**config.mk**
```make
export PLATFORM = sky130hd
export DESIGN_NAME = coin_payer
export DESIGN_NICKNAME = d
export VERILOG_FILES = /design/src/rtl/coin_payer.sv
export SDC_FILE = /design/constraint.sdc
export NUM_CORES = 1
export LEC_CHECK = 0
export CORE_ASPECT_RATIO = 1.75
export CORE_UTILIZATION = 38
export CTS_BUF_LIST = sky130_fd_sc_hd__clkbuf_8
export DETAILED_ROUTE_END_ITERATION = 6
export PLACE_DENSITY = 0.68
export SYNTH_ARGS = -nofsm -noshare
export SYNTH_HDL_FRONTEND = slang
export SYNTH_SLANG_ARGS = --single-unit
```
**constraint.sdc**
```tcl
create_clock -name clk -period 3.75 [get_ports clk]
set_clock_uncertainty 0.05 [all_clocks]
set_input_delay 1.125 -clock clk [delete_from_list [all_inputs] [get_ports clk]]
set_output_delay 1.125 -clock clk [all_outputs]
set_load 0.005 [all_outputs]
```
**src/rtl/coin_payer.sv**
```systemverilog
// coin_payer
// ----------
// Customer-side driver for the vending machine coin interface. A requested
// amount (in 10gr units) is paid as single-cycle coin pulses, choosing the
// coins greedily (50, 20, 10, 5, 2, 1). The block then waits for the drink
// pulse, totals the change pulses returned by the machine and reports the
// end of the transaction with a one-cycle done pulse.
//
// Parameters
//   COIN_GAP      idle cycles between consecutive coin pulses (0 = back-to-back)
//   DRINK_TIMEOUT cycles to wait for drink after the last coin before aborting
//   CHANGE_QUIET  consecutive cycles without change that end collection
//
// Ports
//   clk, rst_n          clock (posedge) and asynchronous active-low reset
//   start, amount       transaction request; amount latched when start is accepted
//   busy                high from accepted start until the done cycle
//   done                one-cycle end-of-transaction pulse
//   timeout             valid with done: 1 = drink never arrived
//   paid_total          value inserted so far, held after done
//   change_total        change collected, held after done, saturates at 255
//   coin_1..coin_50     registered one-hot coin pulses towards the machine
//   drink               drink pulse from the machine
//   coin_1_o..coin_50_o change pulses from the machine (any combination per cycle)

module coin_payer #(
  parameter int COIN_GAP      = 1,
  parameter int DRINK_TIMEOUT = 64,
  parameter int CHANGE_QUIET  = 8
) (
  input  logic       clk,
  input  logic       rst_n,
  input  logic       start,
  input  logic [7:0] amount,
  output logic       busy,
  output logic       done,
  output logic       timeout,
  output logic [7:0] paid_total,
  output logic [7:0] change_total,
  output logic       coin_1,
  output logic       coin_2,
  output logic       coin_5,
  output logic       coin_10,
  output logic       coin_20,
  output logic       coin_50,
  input  logic       drink,
  input  logic       coin_1_o,
  input  logic       coin_2_o,
  input  logic       coin_5_o,
  input  logic       coin_10_o,
  input  logic       coin_20_o,
  input  logic       coin_50_o
);

  localparam logic [2:0] S_IDLE       = 3'd0;
  localparam logic [2:0] S_PAY        = 3'd1;
  localparam logic [2:0] S_GAP        = 3'd2;
  localparam logic [2:0] S_WAIT_DRINK = 3'd3;
  localparam logic [2:0] S_COLLECT    = 3'd4;
  localparam logic [2:0] S_FINISH     = 3'd5;

  // One counter serves the gap, drink-wait and quiet phases since they never
  // overlap. 16 bits covers any practical parameter value.
  localparam int CNT_W = 16;

  logic [2:0]       state_q;
  logic [7:0]       remaining_q;
  logic [7:0]       paid_q;
  logic [7:0]       change_q;
  logic [5:0]       coin_q;        // bit order: 1, 2, 5, 10, 20, 50
  logic             busy_q;
  logic             done_q;
  logic             timeout_q;
  logic             drink_seen_q;  // drink arrived while still paying
  logic [CNT_W-1:0] cnt_q;

  logic [5:0]       sel_coin;
  logic [7:0]       sel_val;
  logic [5:0]       chg_vec;
  logic [8:0]       pulse_sum;
  logic [8:0]       change_sum;
  logic [7:0]       change_next;
  logic             change_active;

  // Greedy coin choice: largest coin not exceeding what is still owed.
  always_comb begin
    // NOTE: every always_comb output gets a default first so no path leaves
    // it unassigned; otherwise synthesis infers a latch.
    sel_coin = 6'b000000;
    sel_val  = 8'd0;
    if (remaining_q >= 8'd50) begin
      sel_coin = 6'b100000;
      sel_val  = 8'd50;
    end else if (remaining_q >= 8'd20) begin
      sel_coin = 6'b010000;
      sel_val  = 8'd20;
    end else if (remaining_q >= 8'd10) begin
      sel_coin = 6'b001000;
      sel_val  = 8'd10;
    end else if (remaining_q >= 8'd5) begin
      sel_coin = 6'b000100;
      sel_val  = 8'd5;
    end else if (remaining_q >= 8'd2) begin
      sel_coin = 6'b000010;
      sel_val  = 8'd2;
    end else if (remaining_q >= 8'd1) begin
      sel_coin = 6'b000001;
      sel_val  = 8'd1;
    end
  end

  // Change returned this cycle; several pulses at once all count.
  assign chg_vec       = {coin_50_o, coin_20_o, coin_10_o, coin_5_o, coin_2_o, coin_1_o};
  assign change_active = |chg_vec;

  always_comb begin
    pulse_sum = 9'd0;
    if (chg_vec[0]) pulse_sum = pulse_sum + 9'd1;
    if (chg_vec[1]) pulse_sum = pulse_sum + 9'd2;
    if (chg_vec[2]) pulse_sum = pulse_sum + 9'd5;
    if (chg_vec[3]) pulse_sum = pulse_sum + 9'd10;
    if (chg_vec[4]) pulse_sum = pulse_sum + 9'd20;
    if (chg_vec[5]) pulse_sum = pulse_sum + 9'd50;
  end

  // Running total plus at most 88 fits in 9 bits; clamp to 255.
  assign change_sum  = {1'b0, change_q} + pulse_sum;
  assign change_next = change_sum[8] ? 8'hFF : change_sum[7:0];

  always_ff @(posedge clk or negedge rst_n) begin
    if (!rst_n) begin
      state_q      <= S_IDLE;
      remaining_q  <= 8'd0;
      paid_q       <= 8'd0;
      change_q     <= 8'd0;
      coin_q       <= 6'b000000;
      busy_q       <= 1'b0;
      done_q       <= 1'b0;
      timeout_q    <= 1'b0;
      drink_seen_q <= 1'b0;
      cnt_q        <= '0;
    end else begin
      // NOTE: sequential state uses non-blocking assignments so every
      // register samples pre-edge values, independent of statement order.
      // Pulse outputs default low and are raised only where needed.
      coin_q <= 6'b000000;
      done_q <= 1'b0;

      case (state_q)
        S_IDLE: begin
          if (start) begin
            remaining_q  <= amount;
            paid_q       <= 8'd0;
            change_q     <= 8'd0;
            timeout_q    <= 1'b0;
            drink_seen_q <= 1'b0;
            busy_q       <= 1'b1;
            cnt_q        <= '0;
            state_q      <= (amount == 8'd0) ? S_WAIT_DRINK : S_PAY;
          end
        end

        S_PAY: begin
          coin_q      <= sel_coin;
          remaining_q <= remaining_q - sel_val;
          paid_q      <= paid_q + sel_val;
          cnt_q       <= '0;
          if (drink) drink_seen_q <= 1'b1;
          if (remaining_q == sel_val) begin
            // Last coin: an early drink skips the wait altogether.
            state_q <= (drink_seen_q || drink) ? S_COLLECT : S_WAIT_DRINK;
          end else if (COIN_GAP > 0) begin
            state_q <= S_GAP;
          end
        end

        S_GAP: begin
          if (drink) drink_seen_q <= 1'b1;
          if (cnt_q == CNT_W'(COIN_GAP - 1)) begin
            cnt_q   <= '0;
            state_q <= S_PAY;
          end else begin
            cnt_q <= cnt_q + 1'b1;
          end
        end

        S_WAIT_DRINK: begin
          // Change may arrive together with the drink pulse.
          if (change_active) change_q <= change_next;
          if (drink) begin
            cnt_q   <= '0;
            state_q <= S_COLLECT;
          end else if (cnt_q == CNT_W'(DRINK_TIMEOUT - 1)) begin
            timeout_q <= 1'b1;
            busy_q    <= 1'b0;
            done_q    <= 1'b1;
            state_q   <= S_FINISH;
          end else begin
            cnt_q <= cnt_q + 1'b1;
          end
        end

        S_COLLECT: begin
          if (change_active) begin
            change_q <= change_next;
            cnt_q    <= '0;
          end else if (cnt_q == CNT_W'(CHANGE_QUIET - 1)) begin
            busy_q  <= 1'b0;
            done_q  <= 1'b1;
            state_q <= S_FINISH;
          end else begin
            cnt_q <= cnt_q + 1'b1;
          end
        end

        // done is high during this cycle; totals stay until the next start.
        S_FINISH: state_q <= S_IDLE;

        default: state_q <= S_IDLE;
      endcase
    end
  end

  assign busy         = busy_q;
  assign done         = done_q;
  assign timeout      = timeout_q;
  assign paid_total   = paid_q;
  assign change_total = change_q;
  assign coin_1       = coin_q[0];
  assign coin_2       = coin_q[1];
  assign coin_5       = coin_q[2];
  assign coin_10      = coin_q[3];
  assign coin_20      = coin_q[4];
  assign coin_50      = coin_q[5];

endmodule
```
==> results of run 1 <==
==> cell families (layout without fill, tap and decap cells) <==
family	after synthesis	count (layout)	share of synthesized area
and+or+nand+nor	153	153	0.213
muxes	7	7	0.0187
DFF	53	53	0.347
AOI/OAI and AO/OA	125	125	0.231
adders and majority gates	30	30	0.104
buffers and inverters	40	115	0.0468
xor gates and xnor gates	17	17	0.0389
==> worst paths after layout <==
kind / start / endpoint / slack (ps) / cells past startpoint
max: coin_1_o / change_total[1] / -480 / 21
min: timeout / timeout / 460 / 2
max reg2reg: remaining_q[6] / paid_total[6] / 460 / 12
min reg2reg: timeout / timeout / 460 / 2
max in group asynchronous: rst_n / state_q[2] / 2120 / 2
min in group asynchronous: rst_n / change_total[4] / 680 / 1
==> routing by layer <==
layer	up-vias	part of all wire	track usage
li1	1711	-	-
met1	1682	0.39	0.218
met2	44	0.57	0.377
met3	10	0.020	0.0318
met4	0	0.013	0.0692
met5	-	0	0
==> cells in the mapped netlist (3+ instances only) <==
master	n	area, um^2
mux2i_1	6	60.1
buf_6	3	33.8
a221o_1	11	110
o21a_1	6	45.0
a21oi_1	14	70.1
nor2_1	35	131
clkbuf_1	7	26.3
nand3_1	12	60.1
nor3_1	14	70.1
xnor2_1	10	87.6
dfrtp_1	53	1330
nor2b_1	9	56.3
xor2_1	7	61.3
and3_1	5	31.3
o31ai_1	3	22.5
o21ai_1	7	35.0
fa_1	3	60.1
nand4_1	4	25.0
a21o_1	7	52.6
or2_2	3	18.8
o21ai_0	39	195
ha_1	27	338
a31oi_1	5	31.3
nand2_1	35	131
o21bai_1	3	22.5
o31ai_2	4	50.1
o41ai_1	3	26.3
a22oi_1	3	22.5
inv_1	27	101
a211oi_1	3	22.5
nor4_1	10	62.6
nand2b_1	10	62.6
==> cell type report <==
cell class | instances | area [um^2]
fill | 947 | 4990
sequential | 53 | 1330
tap | 125 | 156
clock buffer | 5 | 68.8
timing repair buffer | 80 | 719
multi-input combinational | 332 | 2430
inverter | 27 | 116
clock inverter | 3 | 43.8
==> critical path, stage by stage <==
cell	delay, ps
buf_8	100
inv_4	50
ha_4	190
mux2i_2	160
inv_1	70
ha_2	170
inv_2	60
ha_4	190
mux2i_2	170
ha_1	270
mux2i_2	220
nor3_2	100
nand2b_4	150
xnor2_2	140
ha_1	310
o21ai_1	90
o21bai_1	90
a21o_1	210
a21oi_2	190
nor2_4	70
a221o_1	260
==> metrics by stage <==
stage | std cells | setup TNS [ps]
3_5_place_dp | 608 | -10320
4_1_cts | 624 | -3930
3_3_place_gp | 608 | -9500
2_1_floorplan | 425 | -4500
5_1_grt | 625 | -5090
6_report | 625 | -3620
==> sequential cells by signal, indices dropped and copies added, names as in the netlist, 3 cells and up <==
signal	count
state_q	3
coin_q	6
paid_total	8
change_total	8
cnt_q	16
remaining_q	8
==> what timing repair did <==
| action | in CTS | in global routing |
|---|---|---|
| setup buffers | 8 | 2 |
| setup endpoints to repair | 8 | 8 |
| gates resized for setup | 19 | 11 |
| pin swaps | 14 | 12 |
==> power by group through the flow <==
| stage | Combinational [uW] | Sequential, uW | Clock [uW] |
|---|---|---|---|
| 5_1_grt | 2340 | 961 | 436 |
| 4_1_cts | 2070 | 932 | 420 |
| 2_1_floorplan | 1440 | 860 | 0 |
| 6_report | 2100 | 933 | 405 |
| 3_5_place_dp | 2020 | 944 | 0 |
| 3_3_place_gp | 1960 | 935 | 0 |
==> results.yml, run 1 <==
logic_synthesis:
  postSynthAreaPerCell_um2: 9.00
  async_flop_share: 1.00
  yosys.cell_types.count: 61
  synth_flop_cell: "dfrtp_1"
  synth_nets: 473
  syn-cell-area_mm2: 0.00382
  seq_area_frac_synth: 0.347
  synth_enable_flop_cells: 0
  synth_seq_cells: 53
  syn_inst: 425
  synth_warnings: 0
clock_network:
  cts-hold-fix-buffers: 0
  clock_path_buffers: 2
  clockRootBuffer: "clkbuf_8"
  clk-insertion-delay-late_ps: 320
  cts_tree: "yes"
  htreeDepth: 2
  clkTransAtPathRegs_ps: 100
  clock-sinks: 53
  cts_inserted_buffers: 5
finish:
  layout_common_cells: "dfrtp_1, clkdlybuf4s50_1, o21ai_0, buf_4, nand2_1"
  antenna_cells: 0
  utilization: 0.494
  mostFrequentLayoutCell: "dfrtp_1"
  fin_area_mm2: 0.00486
  drive_gt1_frac: 0.174
  area_growth_pct: 27.1
  nets: 547
timing:
  whs_ps: 464
  fin_crit_ps: 4230
  setup_viol: 8
  rsz0062_at_grt: "yes"
  hold_viol_final: 0
  drv_slew: 0
  max_slew_margin: 0.305
  worst_slew_pin_slew_ps: 1040
  setup_slack_ps: -475
  max_freq_mhz: 237
  period_share: 1.13
min_path:
  hp-class: "reg2reg"
global_routing:
  grt_antenna_before_repair: 0
  grt_pass1_wl_um: 16400
  track_usage: 0.198
  grt_max_degree: 40
  grt_pass1_vias: 3454
  grt_overflow: 0
flow_run:
  maxCapViolCount: 0
status:
  violations: "design-rule violations, negative setup slack"
  status: "finished, violations left"
power:
  powerDensity_mw_per_mm2: 707
  power_leakage_uw: 0.00214
  peakVddDrop_mv: 0.479
  p_comb_frac: 0.611
  p_seq_frac: 0.272
  p_sw_uw: 1490
  internal_power_uw: 1940
  totalPowerFinal_uw: 3440
  swShare: 0.435
  p_clk_frac: 0.118
worst_setup_path:
  arrival_ps: 4380
  cp-end-kind: "flip-flop"
  crit_path_start_kind: "input port"
  crit_type: "in2reg"
  crit_fanout: 6
  crit_required_ps: 3900
drt:
  drt-total-wl_um: 9760
  ant_nets: 0
  vias_per_cell: 5.52
  drc: 1
  drtPass1Iterations: 6
  drt_iter0_markers: 168
  dr_total_vias: 3447
  wl_per_cell_um: 15.6
die:
  die_area_mm2: 0.0105
  core-area_mm2: 0.00985
  die_h_um: 135
  ios: 43
  initial_core_util: 0.388
  core.rowCount: 48
  dieWidth_um: 77.8
placement:
  hpwl_um: 7340
  post-place-ws_ps: -1310
  gp_congestion: 0.889
  place_area_mm2: 0.00459
  port_buffers: 42
No activity file was read; power rests on OpenSTA's default activity.
==> run 2: changes to the inputs <==
--- a/config.mk
+++ b/config.mk
@@ -10,6 +10,7 @@
 export CTS_BUF_LIST = sky130_fd_sc_hd__clkbuf_8
 export DETAILED_ROUTE_END_ITERATION = 6
 export PLACE_DENSITY = 0.68
+export RECOVER_POWER = 50
 export SYNTH_ARGS = -nofsm -noshare
 export SYNTH_HDL_FRONTEND = slang
 export SYNTH_SLANG_ARGS = --single-unit
==> run 2 against run 1 <==
Non-clock buffer count unchanged. The flow still finishes with violations (design-rule violations, negative setup slack). Design area about the same. First-iteration DRC count increased by 18%. Highest routed layer unchanged. Global-route usage unchanged.
==> results.yml, run 2 (synthesis results as in run 1) <==
status:
  status: "finished, violations left"
  violations: "design-rule violations, negative setup slack"
global_routing:
  grt_max_degree: 40
  grt_pass1_wl_um: 16400
  groute.layer.met3.usage: 0.0318
  grt_pass1_vias: 3454
  grtUsageMet2: 0.377
  track_usage: 0.198
  top_usage_layer: "met2"
  grt_antenna_before_repair: 0
  grt_use_met1: 0.218
  grt_overflow: 0
finish:
  largest_reg_flops: 16
  utilization: 0.493
  area_growth_pct: 27.0
  antenna_cells: 0
  nets: 547
  layout_common_cells: "dfrtp_1, o21ai_0, clkdlybuf4s50_1, buf_4, nand2_1"
  drive_gt1_frac: 0.172
  mostFrequentLayoutCell: "dfrtp_1"
  largest-register: "cnt_q"
clock_network:
  cts_inserted_buffers: 5
  clock_path_buffers: 2
  clockRootBuffer: "clkbuf_8"
  clock-sinks: 53
  cts_tree: "yes"
  htreeDepth: 2
  clkTransAtPathRegs_ps: 100
  clk-insertion-delay-late_ps: 320
worst_setup_path:
  worstPathCellList: "buf_8 -> inv_4 -> ha_4 -> mux2i_2 -> inv_1 -> ha_2 -> inv_2 -> ha_4 -> mux2i_2 -> ha_1 -> mux2i_2 -> nor3_2 -> nand2b_4 -> xnor2_2 -> ha_1 -> o21ai_1 -> o21bai_1 -> a21o_1 -> a21oi_2 -> nor2_4 -> a221o_1"
  crit_required_ps: 3900
  r2r-start: "remaining_q[6]"
  crit_type: "in2reg"
  startpoint: "coin_1_o"
  path_delay_family: "adder cells"
  arrival_ps: 4380
  crit_path_top_delay_cell: "ha_1"
  crit_fanout: 6
  crit_path_start_kind: "input port"
  crit_top_cell: "mux2i_2"
  cp-end-kind: "flip-flop"
  cpPeakStageDelay_ps: 310
  critPathBufInv: 4
die:
  core.rowCount: 48
  ios: 43
  die_h_um: 135
  core-area_mm2: 0.00985
  die_area_mm2: 0.0105
  initial_core_util: 0.388
  dieWidth_um: 77.8
placement:
  port_buffers: 42
  post-place-ws_ps: -1310
  gp_congestion: 0.889
  hpwl_um: 7340
drt:
  wl_per_cell_um: 15.7
  dr_total_vias: 3464
  ant_nets: 0
  drt_iter0_markers: 198
  drt-total-wl_um: 9800
  drtPass1Iterations: 7
  drc: 1
  vias_per_cell: 5.54
timing:
  setup_slack_ps: -479
  hold_viol_final: 0
  setup_tns_ps: -3650
  max_freq_mhz: 236
  max_slew_margin: 0.306
  rsz0062_at_grt: "yes"
  fin_crit_ps: 4230
  period_share: 1.13
  drv_slew: 0
  worst_slew_pin_slew_ps: 1040
  setup_viol: 8
flow_run:
  maxCapViolCount: 0
power:
  power_leakage_uw: 0.00213
  peakVddDrop_mv: 0.479
  powerDensity_mw_per_mm2: 707
min_path:
  hp-class: "reg2reg"
  min_from: "timeout"
## run 2: changes by cell type in the layout (fill, tap and decap cells not counted)
cell,before,now
clkdlybuf4s50_1,38,36
dlygate4sd3_1,0,2
buf_2,1,0
buf_4,37,36
clkbuf_1,0,1
clkbuf_2,0,1
## run 2: repair_timing
item | 4_1_cts | 5_1_grt
setup endpoints to repair | 8 | 8
buffers inserted | 8 | 2
pin swaps | 14 | 12
resized for setup | 19 | 11
hold buffers | 0 | 0
## run 2: path summary, 6_finish.rpt
check                                   to  slack [ps]  depth (start not counted)
min                                timeout         470                          2
max in group asynchronous         cnt_q[1]        1240                          2
min reg2reg                        timeout         470                          2
max reg2reg                  paid_total[6]         460                         12
min in group asynchronous  change_total[4]         890                          1
max                        change_total[1]        -480                         21
## run 2: final cells by class
class / instances / area (um^2)
Clock buffer: 5 / 68.8
Inverter: 27 / 116
Tap cell: 125 / 156
Timing Repair Buffer: 80 / 716
Multi-Input combinational cell: 332 / 2430
Clock inverter: 3 / 43.8
Sequential cell: 53 / 1330
Fill cell: 949 / 4990
## run 2: metrics by stage
step	area (um^2)	instances	total power (uW)	hold slack, ps
6_report	4860	625	3430	468
5_1_grt	4860	625	3740	503
4_1_cts	4820	624	3420	479
3_5_place_dp	4590	608	2960	456
3_3_place_gp	4590	608	2890	433
2_1_floorplan	3870	425	2300	424
## run 2: report_power, final
group	leakage, uW	switching [uW]	internal (uW)	total, uW
clock	0.0000585	204	200	404
sequential	0.000702	207	725	933
combinational	0.00137	1080	1020	2100
## run 2: layer usage
metal,vias up,routed length [um]
li1,1713,-
met1,1686,3800
met2,53,5590
met3,12,229
met4,0,180
met5,-,0
## run 2: worst reg2reg max path, delay by kind of cell, from the launching register on
kind,cells,cell delay [ps]
fa+ha+maj,2,690
compound gates,4,1030
buf+inv,1,50
flops,1,480
simple gates,4,680
mux,1,220
